==> src/rtl/div_iter_if.sv <==
// Pipeline-to-divider handshake: operation request/abort toward the divider,
// stall request, ready pulse and {remainder, quotient} result back.
interface div_iter_if #(
   parameter int DATA_W = 32
);
   logic                  start;
   logic                  signed_div;
   logic [DATA_W-1:0]     opdata1;
   logic [DATA_W-1:0]     opdata2;
   logic                  annul;
   logic                  stall_div;
   logic                  ready;
   logic [2*DATA_W-1:0]   result;

   modport master (
      output start, signed_div, opdata1, opdata2, annul,
      input  stall_div, ready, result
   );

   modport slave (
      input  start, signed_div, opdata1, opdata2, annul,
      output stall_div, ready, result
   );
endinterface

==> src/rtl/div_iter.sv <==
// Iterative radix-2 restoring divider for MIPS DIV/DIVU in the execute stage.
// Stalls the pipeline while busy and returns {hi = remainder, lo = quotient}.
module div_iter #(
   parameter int DATA_W = 32,
   parameter int CNT_W  = 6
) (
   input  logic      clk,
   input  logic      resetn,
   div_iter_if.slave bus
);

   localparam logic [1:0] IDLE = 2'd0;
   localparam logic [1:0] BUSY = 2'd1;
   localparam logic [1:0] DONE = 2'd2;

   function automatic logic [DATA_W-1:0] negate(input logic [DATA_W-1:0] v);
      return ~v + {{(DATA_W-1){1'b0}}, 1'b1};
   endfunction

   // Signed operands are reduced to magnitudes; 0x80..0 wraps onto itself.
   function automatic logic [DATA_W-1:0] magnitude(input logic [DATA_W-1:0] v,
                                                   input logic isSigned);
      if (isSigned && v[DATA_W-1]) begin
         return negate(v);
      end else begin
         return v;
      end
   endfunction

   logic [1:0]          stateR;
   logic [1:0]          nextStateS;
   logic [CNT_W-1:0]    cntR;
   logic [DATA_W-1:0]   divisorR;
   logic [DATA_W-1:0]   remR;
   logic [DATA_W-1:0]   quoR;
   logic                quoSignR;
   logic                remSignR;
   logic [2*DATA_W-1:0] resultR;

   logic                stallS;
   logic                readyS;
   logic                launchS;
   logic                divZeroS;
   logic                lastStepS;
   logic [DATA_W:0]     shiftedS;
   logic [DATA_W:0]     trialS;
   logic                negativeS;
   logic [DATA_W-1:0]   stepRemS;
   logic [DATA_W-1:0]   stepQuoS;
   logic [2*DATA_W-1:0] finalResultS;

   assign launchS   = bus.start & ~bus.annul;
   assign divZeroS  = (bus.opdata2 == {DATA_W{1'b0}});
   assign lastStepS = (cntR == CNT_W'(DATA_W - 1));

   // One restoring step: the dividend is held in quoR and shifts into remR as quotient bits fill in.
   always_comb begin
      shiftedS     = {remR, quoR[DATA_W-1]};
      trialS       = shiftedS - {1'b0, divisorR};
      negativeS    = trialS[DATA_W];
      stepRemS     = negativeS ? shiftedS[DATA_W-1:0] : trialS[DATA_W-1:0];
      stepQuoS     = {quoR[DATA_W-2:0], ~negativeS};
      finalResultS = {(remSignR ? negate(stepRemS) : stepRemS),
                      (quoSignR ? negate(stepQuoS) : stepQuoS)};
   end

   // Stall/ready outputs and next-state selection; annul wins over everything.
   always_comb begin
      stallS     = 1'b0;
      readyS     = 1'b0;
      nextStateS = IDLE;
      case (stateR)
         IDLE: begin
            stallS = launchS;
            if (launchS) begin
               nextStateS = divZeroS ? DONE : BUSY;
            end else begin
               nextStateS = IDLE;
            end
         end
         BUSY: begin
            stallS = ~bus.annul;
            if (bus.annul) begin
               nextStateS = IDLE;
            end else if (lastStepS) begin
               nextStateS = DONE;
            end else begin
               nextStateS = BUSY;
            end
         end
         DONE: begin
            readyS     = ~bus.annul;
            nextStateS = IDLE;
         end
         default: begin
            nextStateS = IDLE;
         end
      endcase
   end

   // State, operand latches, iteration datapath and result register.
   always_ff @(posedge clk) begin
      if (!resetn) begin
         stateR   <= IDLE;
         cntR     <= {CNT_W{1'b0}};
         divisorR <= {DATA_W{1'b0}};
         remR     <= {DATA_W{1'b0}};
         quoR     <= {DATA_W{1'b0}};
         quoSignR <= 1'b0;
         remSignR <= 1'b0;
         resultR  <= {(2*DATA_W){1'b0}};
      end else begin
         stateR <= nextStateS;
         case (stateR)
            IDLE: begin
               if (launchS && divZeroS) begin
                  resultR <= {(2*DATA_W){1'b0}};
               end else if (launchS) begin
                  remR     <= {DATA_W{1'b0}};
                  quoR     <= magnitude(bus.opdata1, bus.signed_div);
                  divisorR <= magnitude(bus.opdata2, bus.signed_div);
                  quoSignR <= bus.signed_div & (bus.opdata1[DATA_W-1] ^ bus.opdata2[DATA_W-1]);
                  remSignR <= bus.signed_div & bus.opdata1[DATA_W-1];
                  cntR     <= {CNT_W{1'b0}};
               end else begin
                  cntR <= cntR;
               end
            end
            BUSY: begin
               if (!bus.annul) begin
                  remR <= stepRemS;
                  quoR <= stepQuoS;
                  cntR <= cntR + {{(CNT_W-1){1'b0}}, 1'b1};
                  if (lastStepS) begin
                     resultR <= finalResultS;
                  end else begin
                     resultR <= resultR;
                  end
               end else begin
                  cntR <= cntR;
               end
            end
            default: begin
               cntR <= cntR;
            end
         endcase
      end
   end

   assign bus.stall_div = stallS;
   assign bus.ready     = readyS;
   assign bus.result    = resultR;

endmodule

==> src/flat_wrapper.sv <==
// flat-port wrapper written by rule: the top's interface ports become plain ports
module div_iter_flat 
#(
   parameter int DATA_W = 32,
   parameter int CNT_W  = 6
)
  (clk, resetn, bus_start, bus_signed_div, bus_opdata1, bus_opdata2, bus_annul, bus_stall_div, bus_ready, bus_result);
  div_iter_if #(.DATA_W(DATA_W)) bus_i ();
  input  logic clk;
  input  logic resetn;
  input wire logic [$bits(bus_i.start)-1:0] bus_start;
  input wire logic [$bits(bus_i.signed_div)-1:0] bus_signed_div;
  input wire logic [$bits(bus_i.opdata1)-1:0] bus_opdata1;
  input wire logic [$bits(bus_i.opdata2)-1:0] bus_opdata2;
  input wire logic [$bits(bus_i.annul)-1:0] bus_annul;
  output wire logic [$bits(bus_i.stall_div)-1:0] bus_stall_div;
  output wire logic [$bits(bus_i.ready)-1:0] bus_ready;
  output wire logic [$bits(bus_i.result)-1:0] bus_result;
  assign bus_i.start = bus_start;
  assign bus_i.signed_div = bus_signed_div;
  assign bus_i.opdata1 = bus_opdata1;
  assign bus_i.opdata2 = bus_opdata2;
  assign bus_i.annul = bus_annul;
  assign bus_stall_div = bus_i.stall_div;
  assign bus_ready = bus_i.ready;
  assign bus_result = bus_i.result;
  div_iter #(.DATA_W(DATA_W), .CNT_W(CNT_W)) u_core (.clk(clk), .resetn(resetn), .bus(bus_i));
endmodule
==> config.mk <==
export PLATFORM = sky130hd
export DESIGN_NAME = div_iter_flat
export DESIGN_NICKNAME = d
export VERILOG_FILES = /design/src/rtl/div_iter_if.sv /design/src/rtl/div_iter.sv /design/src/flat_wrapper.sv
export SDC_FILE = /design/constraint.sdc
export NUM_CORES = 1
export LEC_CHECK = 0
export ABC_AREA = 0
export BUFFER_PORTS_ARGS = -buffer_cell sky130_fd_sc_hd__buf_2
export CORE_UTILIZATION = 25
export CTS_CLUSTER_SIZE = 28
export DETAILED_ROUTE_END_ITERATION = 10
export PLACE_DENSITY = 0.42
export SLEW_MARGIN = 20
export SYNTH_ARGS = -nofsm -noshare
export SYNTH_HDL_FRONTEND = slang
export SYNTH_SLANG_ARGS = --single-unit
==> constraint.sdc <==
create_clock -name clk -period 13.25 [get_ports clk]
set_input_delay 1.325 -clock clk [delete_from_list [all_inputs] [get_ports clk]]
set_output_delay 1.325 -clock clk [all_outputs]
set_load 0.01 [all_outputs]
==> results of run 1 <==
[power by group through the flow]
stage | sequential, µW | combinational [µW] | clock (µW)
after floorplan | 549 | 194 | 0
after global placement | 557 | 276 | 0
after detailed placement | 558 | 276 | 0
after CTS | 545 | 277 | 529
after global routing | 548 | 305 | 547
final | 546 | 275 | 515
[state kept, by name (all words and copies together), names as in the netlist]
register,cells
u_core.remSignR,1
u_core.quoSignR,1
u_core.stateR,2
u_core.cntR,6
u_core.divisorR,32
u_core.bus.result,64
u_core.remR,32
u_core.quoR,32
[through the flow]
stage	setup slack, ns	cell area (µm²)	hold slack [ns]	cells
4_1_cts	7.80	13200	0.454	2198
3_3_place_gp	7.77	12600	0.437	2167
2_1_floorplan	8.51	11400	0.428	1519
6_report	7.79	13200	0.453	2198
3_5_place_dp	7.66	12600	0.441	2167
5_1_grt	7.35	13200	0.475	2198
[synth_stat cells (5+ instances only)]
library cell / number
or2_2: 6
a31oi_1: 32
o211ai_1: 7
nor2b_1: 6
nand2b_1: 8
dfxtp_1: 170
o21ai_1: 7
a22oi_1: 32
o21a_1: 8
and3_1: 8
or3_1: 12
nand3_1: 25
mux2i_1: 22
nor3b_1: 7
nor3_1: 39
clkbuf_1: 70
o311ai_0: 5
a21oi_1: 102
ha_1: 37
a21o_1: 11
nor2_1: 237
buf_2: 12
o41ai_1: 11
a2111oi_0: 5
nand4_1: 15
xnor2_1: 74
xor2_1: 64
o21ai_0: 102
a211oi_1: 39
nand2_1: 136
o221ai_1: 8
inv_1: 58
o31ai_1: 26
nor4_1: 12
buf_1: 7
o22ai_1: 13
or4_1: 10
a221oi_1: 6
and2_1: 5
[worst max-delay path, stage by stage, from the launching register on]
cell and delay (ns):
dfxtp_1 0.37, inv_1 0.08, ha_1 0.18, inv_1 0.06, fa_1 0.42, a211oi_2 0.32
nor2_1 0.14, o2111ai_2 0.30, a21oi_2 0.14, nand2_1 0.19, nand3_4 0.55, o21ai_0 0.57
ha_1 0.35, inv_1 0.10, or2_2 0.34, nor3_1 0.28, o2111ai_4 0.22, o41ai_2 0.44
xnor2_1 0.16, o21ai_1 0.08
[layer usage]
layer	track usage (%)	vias up	share of wire, %
met5	0	-	0
met4	4.80	0	1.5
met3	2.16	30	3.4
met2	26.7	231	45
met1	25.3	5384	51
li1	-	5617	-
[cells in the final DEF, fill, tap and decap left out, types with 17 or more instances in the layout]
master / Yosys / routed
nor3_1: 39 / 39
o31ai_1: 26 / 26
xor2_1: 64 / 64
o21ai_0: 102 / 102
a211oi_1: 39 / 39
inv_1: 58 / 57
nor2_1: 237 / 236
mux2i_1: 22 / 22
nand2_1: 136 / 135
xnor2_1: 74 / 74
nand3_1: 25 / 24
dfxtp_1: 170 / 169
a31oi_1: 32 / 32
buf_2: 12 / 134
ha_1: 37 / 37
clkbuf_16: 0 / 17
a21oi_1: 102 / 101
a22oi_1: 32 / 32
[cell type report]
cell class	instances	area, µm²	share of cell area [%]
clock buffers	19	453	3.43
clock inverters	12	131	0.996
inverters	59	226	1.72
multi-input cells	1201	7480	56.7
flip-flops and latches	170	3400	25.8
well taps	592	741	5.62
repair buffers	145	753	5.71
[kinds of logic (layout without fill, tap and decap cells)]
logic type / after synthesis / after routing / synth area share [%]
fa+ha+maj: 38 / 38 / 4.23
compound gates: 455 / 455 / 26.3
mux: 26 / 26 / 2.34
flops: 170 / 170 / 29.8
simple gates: 544 / 544 / 21.7
xor+xnor: 138 / 138 / 10.6
buf+inv: 148 / 235 / 5.02
[path summary, 6_finish.rpt]
kind / from / endpoint / slack (ns) / depth (start not counted)
worst max-delay path: u_core.quoR[31] / u_core.bus.result[60] / 7.79 / 19
worst min-delay path: u_core.bus.result[57] / u_core.bus.result[57] / 0.45 / 2
worst max register to register: u_core.quoR[31] / u_core.bus.result[60] / 7.79 / 19
worst min register to register: u_core.bus.result[57] / u_core.bus.result[57] / 0.45 / 2
==> flow_metrics.tcl, run 1 <==
set metrics [dict create \
    status "finished clean" \
    ir_drop_mv 0.0834 \
    post_synth_inst_count 1519 \
    net_switching_fraction_of_the_power_pct 32.9 \
    drt_iter0_drc 854 \
    min_cycle_time_layout_ns 5.46 \
    fillers 4871 \
    post-layout-total-power_uw 1340 \
    transition_at_the_pin_with_the_smallest_max_transition_slack_ns 1.06 \
    post_cts.repair.setup_buffers 0 \
    synth_largest_type_area_fraction_pct 29.8 \
    power.share.clock_pct 38.5 \
    grt_util_all_layers_pct 17.4 \
    synthDominantAreaCellType "dfxtp_1" \
    synth.lib_cells_used.distinct 78 \
    final_core_utilization_pct 29.6 \
    cts-htree-levels 4 \
    synthesis.area_per_instance_um2 7.52 \
    synth_area_leaders "dfxtp_1 (30%), nor2_1 (7.8%), xnor2_1 (5.7%), xor2_1 (4.9%), a21oi_1 (4.5%)" \
    die_h_um 216 \
    rsz_0062_raised_after_global_routing "false" \
    initial_utilization_pct 25.6 \
    critPathMaxFanout 46 \
    power.density_nw_per_um2 101 \
    cts.root.buffer_cell "clkbuf_16" \
    route.detailed.wl_per_inst_um 18.6 \
    floorplan.io_pins 135 \
    path_class "reg -> reg" \
    postSynthNetCount 1626 \
    p_sw_uw 439 \
    finalCritPeriodShare_pct 41.2 \
    power.static_leakage_uw 0.00510 \
    floorplan.die_area_um2 46500 \
    vias 11300 \
    finClkSkew_ns 0.0179 \
    rows 77 \
    drv.max_cap_violation_count 0 \
    synth-edff-count 0 \
    ratio_of_cells_with_drive_above_1_in_the_final_layout_pct 13.1 \
    setup-violations-final 0 \
    postSynth.topFlopCell "dfxtp_1" \
    final_wl_mm 41.0 \
    path_clk_slew_ns 0.08 \
    cts_resized 0 \
    diodes 0 \
    std_cell_core_area_um2 44600 \
    antenna_found_initial 1 \
    endpoint_kind "register" \
    grt_overflow 0 \
    chipWidth_um 216 \
    worst_ep_arrival_time_ns 5.77 \
    ys_seq_area_share_pct 29.8 \
    timing.max_slew.rel_slack_pct 29.3 \
    cts_tree "done" \
    portBuffers 134 \
    critical_path_required_ns 13.57 \
    timing.hold.worst.class "reg -> reg" \
    clock_latency_ns 0.46 \
    netlist_area_um2 11400 \
    syn_to_final_growth_pct 15.5 \
    grt_first_pass_wirelength_mm 63.4 \
    dp_hpwl_mm 30.7 \
    detail_route.first_pass.iterations 5 \
    finalHoldViolCount 0 \
    setup.worst_path.start_class "register" \
    clock_tree.buffer_depth 2 \
    first_global_vias 10600 \
    grt_start_max_net_pins 88 \
    antenna_violating_nets_post_route 0 \
    power.internal_uw 897 \
    cts.sinks 170 \
    synth-warning-count 0 \
    finalWeightedCongestion 0.838 \
    power.combinational.fraction_pct 20.6 \
    slew_violations 0 \
    fin_setup_tns_ns 0 \
    postSynth.asyncResetShare_pct 0 \
    drcViolationCount 0 \
    fmax_mhz 183 \
    design.final.nets 1701 \
    seq_power_share_pct 40.9 \
    cts_inserted_buffers 17 \
    vias_per_cell 5.12 \
    synth_seq_cells 170 \
    ctsHoldBuffers 0 \
]
Power figures use the tool's default switching activity.
==> run 2: changes to the inputs <==
- clock period: 13.25 -> 5.45 ns (I/O delays scaled with it)
==> flow_metrics.tcl, run 2 (synthesis results as in run 1) <==
set metrics [dict create \
    ir_drop_mv 0.238 \
    final_common_cell "nor2_1" \
    design.final.nets 1708 \
    path_clk_slew_ns 0.07 \
    floorplan.io_pins 135 \
    first_global_vias 10400 \
    floorplan.die_area_um2 46500 \
    worstReg2RegEnd "u_core.bus.result[58]" \
    drv.max_cap_violation_count 0 \
    portBuffers 134 \
    critical_path_required_ns 5.77 \
    finalHoldViolCount 0 \
    initial_utilization_pct 25.6 \
    worstRegToRegCells 19 \
    endpoint_kind "register" \
    cts_resized 0 \
    clock_latency_ns 0.46 \
    dp_hpwl_mm 31.0 \
    final.setup.worst_slack_ns 0.598 \
    largest_reg_flops 64 \
    path_class "reg -> reg" \
    min_cycle_time_layout_ns 4.85 \
    post_route_hold_slack_ns 0.403 \
    ctsHoldBuffers 0 \
    power.density_nw_per_um2 243 \
    timing.hold.worst.start "bus_opdata2[30]" \
    clock_tree.buffer_depth 2 \
    cts_inserted_buffers 17 \
    cts_tree "done" \
    ratio_of_cells_with_drive_above_1_in_the_final_layout_pct 13.5 \
    vias_per_cell 5.07 \
    antenna_violating_nets_post_route 0 \
    fmax_mhz 206 \
    cts.root.buffer_cell "clkbuf_16" \
    hold-path-cell-count 4 \
    grt_util_all_layers_pct 17.5 \
    final_wl_mm 40.9 \
    setup.worst_path.start_class "register" \
    cts.sinks 170 \
    die_h_um 216 \
    grt_first_pass_wirelength_mm 62.9 \
    setup-violations-final 0 \
    std_cell_core_area_um2 44600 \
    cts-htree-levels 4 \
    finClkSkew_ns 0.0153 \
    detail_route.first_pass.iterations 5 \
    syn_to_final_growth_pct 15.6 \
    diodes 0 \
    power.static_leakage_uw 0.00512 \
    critPathMaxFanout 8 \
    antenna_found_initial 1 \
    fin_setup_tns_ns 0 \
    final_core_utilization_pct 29.6 \
    vias 11200 \
    grt_overflow 0 \
    regToRegStartpoint "u_core.quoR[31]" \
    worst_ep_arrival_time_ns 5.17 \
    post-layout-total-power_uw 3200 \
    hold_path_end "u_core.divisorR[30]" \
    timing.hold.worst.class "in -> reg" \
    drt_iter0_drc 828 \
    drcViolationCount 0 \
    rows 77 \
    timing.max_slew.rel_slack_pct 30.4 \
    post_cts.repair.setup_buffers 0 \
    rrSetupSlack_ns 0.60 \
    mostFrequentLayoutCells "nor2_1 (236), dfxtp_1 (170), nand2_1 (135), buf_2 (134), o21ai_0 (102)" \
    slew_violations 0 \
    rsz_0062_raised_after_global_routing "false" \
    grt_start_max_net_pins 84 \
    placement.setup.worst_slack_ns 0.670 \
    finalCritPeriodShare_pct 89.0 \
    finalWeightedCongestion 0.884 \
    area_of_all_sequential_standard_cells_um2 3400 \
    chipWidth_um 216 \
    fillers 4850 \
    area_of_the_multi_input_gates_um2 7470 \
    transition_at_the_pin_with_the_smallest_max_transition_slack_ns 1.04 \
    route.detailed.wl_per_inst_um 18.6 \
    status "finished clean" \
]
==> run 2: cell count changes in the layout (fill, tap and decap cells not counted), sizes merged <==
| cell | change |
|---|---|
| inv | +2 |
| bufinv | -1 |
| buf | +7 |
==> run 2: layer usage <==
metal  share of wire [%]  global-route usage, %  up-vias  wire (µm)
met3                 4.1                   2.42       27       1660
met5                   0                      0        -          0
li1                    -                      -     5636          -
met2                  45                   27.2      246      18500
met4                 1.3                   4.66        0        522
met1                  49                   25.0     5270      20300
==> run 2: cell type report <==
| type | count | share of cell area [%] |
|---|---|---|
| Multi-Input combinational cell | 1201 | 56.6 |
| Sequential cell | 170 | 25.8 |
| Timing Repair Buffer | 152 | 6.10 |
| Tap cell | 592 | 5.61 |
| Clock buffer | 19 | 3.43 |
| Inverter | 59 | 1.72 |
| Clock inverter | 13 | 0.777 |
==> run 2: worst max path at each step <==
stage                    start  depth (start not counted)  slack [ns]                     to
4_1_cts        u_core.quoR[31]                         19        0.64  u_core.bus.result[58]
3_3_place_gp   u_core.quoR[31]                         19        0.79  u_core.bus.result[60]
2_1_floorplan  u_core.quoR[31]                         21        0.71  u_core.bus.result[60]
3_5_place_dp   u_core.quoR[31]                         19        0.67  u_core.bus.result[60]
5_1_grt        u_core.quoR[31]                         19        0.28  u_core.bus.result[58]
6_report       u_core.quoR[31]                         19        0.60  u_core.bus.result[58]
==> run 2: where the power goes <==
part | switching (µW) | internal (µW)
logic | 438 | 239
registers | 47.5 | 1280
clock network | 583 | 618
==> run 2: worst max-delay path: stages, from the launching register on <==
cell	delay [ns]
dfxtp_1	0.37
inv_1	0.08
ha_1	0.17
inv_1	0.06
fa_1	0.41
a211oi_2	0.31
nor2_1	0.14
o2111ai_2	0.28
a21oi_2	0.14
or2_2	0.37
nand3_4	0.14
mux2i_1	0.30
ha_1	0.31
inv_1	0.10
or2_2	0.34
nor3_1	0.29
o2111ai_4	0.22
o41ai_2	0.44
xnor2_1	0.16
o21ai_1	0.07
==> run 2: per-stage QoR <==
stage | cells | instance area (µm²)
finish | 2206 | 13200
global route | 2206 | 13200
CTS | 2206 | 13200
detailed placement | 2174 | 12600
global placement | 2174 | 12600
floorplan | 1519 | 11400
